--- config.mk ---
export PLATFORM = sky130hd
export DESIGN_NAME = timer_ctrl
export DESIGN_NICKNAME = d
export VERILOG_FILES = /design/src/rtl/timer_pkg.sv /design/src/rtl/timer_prescale.sv /design/src/rtl/timer_ctrl.sv
export SDC_FILE = /design/constraint.sdc
export NUM_CORES = 1
export LEC_CHECK = 0
export CAP_MARGIN = 25
export CORE_UTILIZATION = 60
export CTS_CLUSTER_SIZE = 40
export DETAILED_ROUTE_END_ITERATION = 8
export GPL_TIMING_DRIVEN = 0
export PLACE_DENSITY = 0.85
export SLEW_MARGIN = 20
export SYNTH_ARGS = -nofsm -noshare
export SYNTH_HDL_FRONTEND = slang
export SYNTH_SLANG_ARGS = --single-unit
--- constraint.sdc ---
create_clock -name PCLK -period 4 [get_ports PCLK]
set_input_delay 0.6 -clock PCLK [delete_from_list [all_inputs] [get_ports PCLK]]
set_output_delay 0.6 -clock PCLK [all_outputs]
set_load 0.01 [all_outputs]
--- src/rtl/timer_pkg.sv ---
// Shared constants for the timer sequencer: register map, bit positions, FSM states.
package timer_pkg;

  localparam logic [1:0] ADDR_CTRL = 2'd0;
  localparam logic [1:0] ADDR_CMP  = 2'd1;
  localparam logic [1:0] ADDR_PSC  = 2'd2;
  localparam logic [1:0] ADDR_STAT = 2'd3;

  localparam int CTRL_EN  = 0;
  localparam int CTRL_PER = 1;
  localparam int CTRL_IE  = 2;

  localparam int STAT_EXP = 0;
  localparam int STAT_RUN = 1;

  typedef enum logic [1:0] {
    IDLE  = 2'd0,
    START = 2'd1,
    RUN   = 2'd2
  } state_t;

endpackage

--- src/rtl/timer_prescale.sv ---
// Prescale counter: counts enabled cycles and emits a tick each time it reaches
// the active prescale value, then restarts from zero.
module timer_prescale
  import timer_pkg::*;
(
  input  logic       i_clk,
  input  logic       i_rst_n,
  input  logic       i_clr,
  input  logic       i_en,
  input  logic [7:0] i_psc_act,
  output logic       o_tick
);

  logic [7:0] r_psc_cnt;
  logic       w_match;

  assign w_match = (r_psc_cnt == i_psc_act);
  assign o_tick  = i_en & w_match;

  // Prescale count: clear has priority, otherwise advance or wrap on a tick.
  always_ff @(posedge i_clk) begin
    if (!i_rst_n) begin
      r_psc_cnt <= 8'd0;
    end else if (i_clr) begin
      r_psc_cnt <= 8'd0;
    end else if (i_en) begin
      r_psc_cnt <= w_match ? 8'd0 : r_psc_cnt + 8'd1;
    end
  end

endmodule

--- src/rtl/timer_ctrl.sv ---
// APB-programmed timer sequencer: register file, IDLE/START/RUN FSM and
// count/compare logic producing trig, irq and busy.
module timer_ctrl
  import timer_pkg::*;
(
  input  logic       PCLK,
  input  logic       PRESETn,
  input  logic       PSEL,
  input  logic       PENABLE,
  input  logic       PWRITE,
  input  logic [1:0] PADDR,
  input  logic [7:0] PWDATA,
  output logic [7:0] PRDATA,
  output logic       PREADY,
  output logic       tick,
  output logic [7:0] count,
  output logic       trig,
  output logic       irq,
  output logic       busy
);

  state_t     r_state;
  state_t     w_state_next;
  logic [2:0] r_ctrl;
  logic [7:0] r_cmp;
  logic [7:0] r_psc;
  logic [7:0] r_cmp_act;
  logic [7:0] r_psc_act;
  logic [7:0] r_count;
  logic       r_trig;
  logic       r_exp;

  logic w_wr;
  logic w_wr_ctrl;
  logic w_wr_cmp;
  logic w_wr_psc;
  logic w_wr_stat;
  logic w_en_next;
  logic w_tick;
  logic w_expire;
  logic w_load_act;
  logic w_count_clr;
  logic w_count_inc;
  logic w_oneshot_done;
  logic w_psc_clr;
  logic w_psc_en;

  assign w_wr      = PSEL & PENABLE & PWRITE;
  assign w_wr_ctrl = w_wr & (PADDR == ADDR_CTRL);
  assign w_wr_cmp  = w_wr & (PADDR == ADDR_CMP);
  assign w_wr_psc  = w_wr & (PADDR == ADDR_PSC);
  assign w_wr_stat = w_wr & (PADDR == ADDR_STAT);

  // EN as it will be after this edge, so a software clear aborts without an extra cycle.
  assign w_en_next = w_wr_ctrl ? PWDATA[CTRL_EN] : r_ctrl[CTRL_EN];
  assign w_expire  = w_tick & (r_count == r_cmp_act);

  // The prescaler only runs in RUN and is zeroed whenever RUN is left or not entered.
  assign w_psc_en  = (r_state == RUN);
  assign w_psc_clr = (w_state_next != RUN);

  timer_prescale u_prescale (
    .i_clk     (PCLK),
    .i_rst_n   (PRESETn),
    .i_clr     (w_psc_clr),
    .i_en      (w_psc_en),
    .i_psc_act (r_psc_act),
    .o_tick    (w_tick)
  );

  // FSM state register.
  always_ff @(posedge PCLK) begin
    if (!PRESETn) r_state <= IDLE;
    else          r_state <= w_state_next;
  end

  // Next state plus the load/clear/increment strobes for the count path.
  always_comb begin
    w_state_next   = r_state;
    w_load_act     = 1'b0;
    w_count_clr    = 1'b0;
    w_count_inc    = 1'b0;
    w_oneshot_done = 1'b0;
    case (r_state)
      IDLE: begin
        if (w_en_next) w_state_next = START;
      end
      START: begin
        w_load_act   = 1'b1;
        w_count_clr  = 1'b1;
        w_state_next = w_en_next ? RUN : IDLE;
      end
      RUN: begin
        if (w_expire) begin
          // Expiry is always recorded; only periodic mode with EN still set reloads.
          if (r_ctrl[CTRL_PER] && w_en_next) begin
            w_load_act  = 1'b1;
            w_count_clr = 1'b1;
          end else begin
            w_state_next   = IDLE;
            w_oneshot_done = ~r_ctrl[CTRL_PER];
          end
        end else if (!w_en_next) begin
          w_state_next = IDLE;
        end else if (w_tick) begin
          w_count_inc = 1'b1;
        end
      end
      default: w_state_next = IDLE;
    endcase
  end

  // Software-visible registers; one-shot completion clears EN over any same-edge write.
  always_ff @(posedge PCLK) begin
    if (!PRESETn) begin
      r_ctrl <= 3'd0;
      r_cmp  <= 8'd0;
      r_psc  <= 8'd0;
      r_exp  <= 1'b0;
    end else begin
      if (w_wr_ctrl) r_ctrl <= PWDATA[2:0];
      if (w_oneshot_done) r_ctrl[CTRL_EN] <= 1'b0;
      if (w_wr_cmp) r_cmp <= PWDATA;
      if (w_wr_psc) r_psc <= PWDATA;
      // A new expiry wins over a simultaneous write-1-to-clear.
      if (w_expire) r_exp <= 1'b1;
      else if (w_wr_stat && PWDATA[STAT_EXP]) r_exp <= 1'b0;
    end
  end

  // Active copies, count and the one-cycle trigger pulse.
  always_ff @(posedge PCLK) begin
    if (!PRESETn) begin
      r_cmp_act <= 8'd0;
      r_psc_act <= 8'd0;
      r_count   <= 8'd0;
      r_trig    <= 1'b0;
    end else begin
      if (w_load_act) begin
        r_cmp_act <= r_cmp;
        r_psc_act <= r_psc;
      end
      if (w_count_clr)      r_count <= 8'd0;
      else if (w_count_inc) r_count <= r_count + 8'd1;
      r_trig <= w_expire;
    end
  end

  // Read mux: zero unless a read is addressed to this block.
  always_comb begin
    PRDATA = 8'd0;
    if (PSEL && !PWRITE) begin
      case (PADDR)
        ADDR_CTRL: PRDATA = {5'd0, r_ctrl};
        ADDR_CMP:  PRDATA = r_cmp;
        ADDR_PSC:  PRDATA = r_psc;
        ADDR_STAT: PRDATA = {6'd0, busy, r_exp};
        default:   PRDATA = 8'd0;
      endcase
    end
  end

  assign PREADY = 1'b1;
  assign tick   = w_tick;
  assign count  = r_count;
  assign trig   = r_trig;
  assign irq    = r_exp & r_ctrl[CTRL_IE];
  assign busy   = (r_state != IDLE);

endmodule

# Word level (Yosys, flattened, before mapping)
# Cells that the tools add are included.
# W data, S select, Z words.
[totals]
reg_bits = 55
input_bits = 15
out_inout_bits = 21
word_cells = 65
[op_classes]
addsub = 2
eq_ne = 8
mux = 22
bitwise_logic = 11
reduce_logical = 11
[ops]
columns = ["operator", "count"]
rows = [
  ["$pmux W8 S4", 1],
  ["$add A8 B1 Y8 const B", 2],
  ["$eq A8 B8 Y1", 2],
  ["$mux W8", 2],
  ["$mux W1", 12],
  ["$mux W2", 5],
  ["$and A1 B1 Y1", 9],
  ["$eq A2 B2 Y1 const B", 3],
  ["$pmux W2 S3", 1],
  ["$reduce_or A2 Y1", 3],
  ["$eq A2 B1 Y1 const B", 2],
  ["$logic_not A2 Y1", 2],
  ["$reduce_bool A2 Y1", 2],
  ["$logic_and A1 B1 Y1", 3],
  ["$ne A2 B2 Y1 const B", 1],
  ["$not A1 Y1", 2],
  ["$pmux W1 S2", 1],
  ["$logic_not A1 Y1", 1],
]

# Depth between registers and ports, before layout
[logic_depth]
word_depth = 10
ltp_mapped = 9
mapped_depth_nobuf = 7

# Cells and area by module
# From an unflattened synthesis, not the netlist that was laid out.
[unflattened]
cells_unflattened = 308
area_unflattened_um2 = 2783.9
[by_module_without_submodules]
columns = ["module", "n_inst", "cells_per_inst", "area_per_inst_um2", "seq_area_each_um2"]
rows = [
  ["timer_ctrl", 1, 259, 2338.5, 940.9],
  ["timer_prescale", 1, 49, 445.4, 160.2],
]

# Worst setup path after synthesis
# OpenSTA, ideal clock, no wires.
[synth_timing]
kind = "input -> output"
start = "input PADDR[0]"
end = "output PRDATA[3]"
arrival_ns = 1.620
required_time_ns = 3.400
slack_ns = 1.780
cell_stages = 5
path_buffers = 2
cell_sequence = "clkbuf_2 > clkbuf_1 > nor2b_1 > a22oi_1 > nor2_1"
[synth_between]
elab_chain_cells = 3
word_cells_on_any_way = 6
classes_between = "eq/ne: 3; mux: 2; reduce/logical: 1"
[synth_rtl]
columns = ["element", "line_no", "rtl"]
rows = [
  ["start, declared", "timer_ctrl.sv:11", "input logic [1:0] PADDR,"],
  ["$eq A2 B2 Y1, or another cell as far along", "timer_ctrl.sv:153", "case (PADDR)"],
  ["$pmux W8 S4 (*)", "timer_ctrl.sv:153", ""],
  ["$mux W8 (*)", "timer_ctrl.sv:152", "if (PSEL && !PWRITE) begin"],
  ["end, declared", "timer_ctrl.sv:13", "output logic [7:0] PRDATA,"],
]
# Mark *: on every way between the ends. The rest lies on a longest branch, timed or not.

# Worst setup path after layout
[layout_timing]
start = "input PADDR[1]"
end = "output PRDATA[3]"
# The elaborated chain is that of the path after synthesis.

==> flow_summary.json <==
{
  "cts_buffer_depth": 2,
  "cpMaxStageDelayCell": "clkdlybuf4s50_1",
  "irDropWorstVdd_mv": 0.263,
  "outcome": "finished clean",
  "start_util_pct": 64.3,
  "async_flop_share_pct": 0,
  "drcViolationCount": 0,
  "worst-setup-path-type": "in -> out",
  "cp_common_cell": "clkdlybuf4s50_1",
  "grt_util_met3_pct": 4.08,
  "relSlewSlack_pct": 53.9,
  "gp_congestion": 0.862,
  "final_cells": 408,
  "diodes": 0,
  "p_clk_share_pct": 38.6,
  "netlist_top_cells_area": "dfxtp_1 38%, mux2i_1 12%, nand2_1 5.6%",
  "antenna_found_initial": 0,
  "cts_made_buffers": 5,
  "dpl.hpwl_mm": 4.95,
  "first_pass_iters": 4,
  "fmax_ghz": 0.294,
  "crit_fanout": 10,
  "root_buffer": "clkbuf_8",
  "finalNetCount": 376,
  "hold_class": "reg -> reg",
  "path_delay_family": "buffers and inverters",
  "drt-initial-drc-count": 263,
  "cp-startpoint": "PADDR[1]",
  "area_delta_synth_final_pct": 17.3,
  "drive_gt1_share_pct": 9.27,
  "cp.buffers_inverters": 3,
  "ys_seq_area_share_pct": 38.0,
  "via_per_inst": 6.02,
  "rows": 24,
  "synth_common_cells": "55 x dfxtp_1, 43 x nand2_1, 36 x mux2i_1, 33 x nor2_1, 13 x xnor2_1",
  "maxCapViolations": 0,
  "period_needed_ns": 3.40,
  "met2_usage_pct": 45.6,
  "met1_usage_pct": 37.3,
  "die_w_um": 71.5,
  "p_per_area_nw_per_um2": 294,
  "clk_latency_ns": 0.32,
  "fin_crit_sh_pct": 84.9,
  "ios": 36,
  "io_buffers": 32,
  "p_sw_w": 0.000235,
  "wl_per_cell_um": 16.6,
  "reg2reg_to": "r_cmp_act[3]",
  "cts_tree": "yes",
  "ctsResizeCount": 0,
  "ys_seq_elements": 55,
  "slew_viol_final": 0,
  "yosysWarnings": 0,
  "worstMarginPinSlew_ns": 0.688,
  "first_global_vias": 2347,
  "num_vias": 2456,
  "rsz0062_at_grt": "no",
  "p_seq_share_pct": 55.3,
  "synth_top_area_share_pct": 38.0,
  "placed_cells": 400,
  "synth_area_um2": 2900,
  "cp-start-kind": "primary input",
  "yosysTopAreaCell": "dfxtp_1",
  "slowest_delay_ns": 0.59,
  "synth-edff-count": 0,
  "cts-htree-levels": 2,
  "r2r_slack_ns": 1.97,
  "die_h_um": 71.5,
  "post-synth-top-count-cell": "dfxtp_1",
  "reg2reg_from": "r_state[0]",
  "crit_end": "PRDATA[3]",
  "top_usage_layer": "met2",
  "avgSynthCellArea_um2": 9.16,
  "setup_viol_count_final": 0,
  "core-area_um2": 4500,
  "die-area_um2": 5110,
  "tns_ns": 0,
  "grt_pass1_wl_mm": 11.2,
  "r2r_cells": 9,
  "skew_ns": 0.00830,
  "ys.flop_type": "dfxtp_1",
  "hold_buffers": 0,
  "path_cells": "clkdlybuf4s50_1 > clkbuf_1 > nor2b_1 > a22oi_1 > nor2_1 > clkdlybuf4s50_1",
  "required_ns": 3.40,
  "ys_types": 55,
  "synthesis.nets": 337,
  "routed_wl_mm": 6.76,
  "cts_sinks": 55,
  "worstSetupEndpointType": "output pin",
  "holdPathStages": 2,
  "p_comb_share_pct": 6.1,
  "postCtsSetupBuffers": 0,
  "power.internal_w": 0.000764,
  "hold_viol_final": 0,
  "ant_nets": 0,
  "grt_max_degree": 19,
  "arrival_ns": 2.80,
  "grt.overflow.total": 0,
  "syn-instance-count": 316,
  "p_leak_nw": 1.17,
  "p_sw_share_pct": 23.5,
  "clk_pin_slew_ns": 0.11,
  "crit_cells": 6,
  "grt_use_total_pct": 27.8
}
==> logic make-up after synthesis <==
kind of cell	Yosys count	synth area share, %
and+or+nand+nor	116	21.1
DFF	55	38.0
AOI/OAI and AO/OA	53	13.1
muxes	37	13.2
buffers and inverters	25	4.84
xor gates and xnor gates	23	6.96
adders and majority gates	6	2.59
other	1	0.130
==> worst min path at each step <==
stage	startpoint	endpoint
6_report	r_psc_act[3]	r_psc_act[3]
5_1_grt	r_psc_act[3]	r_psc_act[3]
4_1_cts	r_psc_act[3]	r_psc_act[3]
3_5_place_dp	r_psc_act[3]	r_psc_act[3]
3_3_place_gp	r_psc_act[3]	r_psc_act[3]
2_1_floorplan	r_psc_act[0]	r_psc_act[0]
==> metrics by stage <==
stage	hold slack (ns)	total power, W	utilization, %	area (µm²)	worst slack (ns)
CTS	0.476	0.000996	75.4	3400	0.621
finish	0.473	0.000999	75.4	3400	0.603
detailed placement	0.462	0.000624	72.8	3280	0.665
global placement	0.455	0.000624	72.8	3280	0.611
floorplan	0.446	0.000597	-	2900	1.78
global route	0.495	0.00102	75.4	3400	0.495
==> routing by layer <==
metal	vias to the layer above	wire [µm]
met5	-	0
met4	0	117
met3	14	386
met2	86	3280
met1	1166	2970
li1	1190	-
==> cell usage in the layout, fill, tap and decap left out, types with 4 or more instances in the layout <==
cell / count
nor2_1: 33
clkbuf_1: 8
clkdlybuf4s50_1: 32
xor2_1: 10
o21ai_0: 6
nand3_1: 5
nor2b_1: 4
a211oi_1: 10
clkbuf_8: 6
dfxtp_1: 55
a22oi_1: 5
inv_1: 7
or4_1: 5
ha_1: 6
a21oi_1: 10
buf_6: 4
mux2i_1: 36
o31ai_1: 6
xnor2_1: 13
nand4_1: 5
nand2_1: 43
==> area by class of cell <==
type	count	area [µm²]
Multi-Input combinational cell	236	1650
Fill cell	349	1110
Sequential cell	55	1100
Timing Repair Buffer	32	320
Buffer	18	114
Clock buffer	5	68.8
Tap cell	52	65.1
Clock inverter	3	46.3
Inverter	7	26.3
==> worst register-to-register path, stage by stage (launching register included) <==
cell and delay, ns:
dfxtp_1 0.43, inv_1 0.11, ha_1 0.21, buf_6 0.14, and2_2 0.20, and2_2 0.21
a31o_1 0.21, buf_6 0.14, buf_6 0.16, mux2i_1 0.13
==> power by group through the flow <==
stage               clock (W)  combinational [W]  sequential [W]
floorplan                   0          0.0000328        0.000564
finish               0.000385          0.0000608        0.000553
global placement            0          0.0000586        0.000565
detailed placement          0          0.0000593        0.000565
CTS                  0.000383          0.0000599        0.000552
global route         0.000406          0.0000653        0.000553
==> state kept, by name (all words and copies together) (netlist names) <==
name / cells
r_psc: 8
trig: 1
r_state: 2
r_ctrl: 3
u_prescale.r_psc_cnt: 8
r_cmp: 8
count: 8
r_cmp_act: 8
r_psc_act: 8
r_exp: 1
No activity file was read; power rests on OpenSTA's default activity.
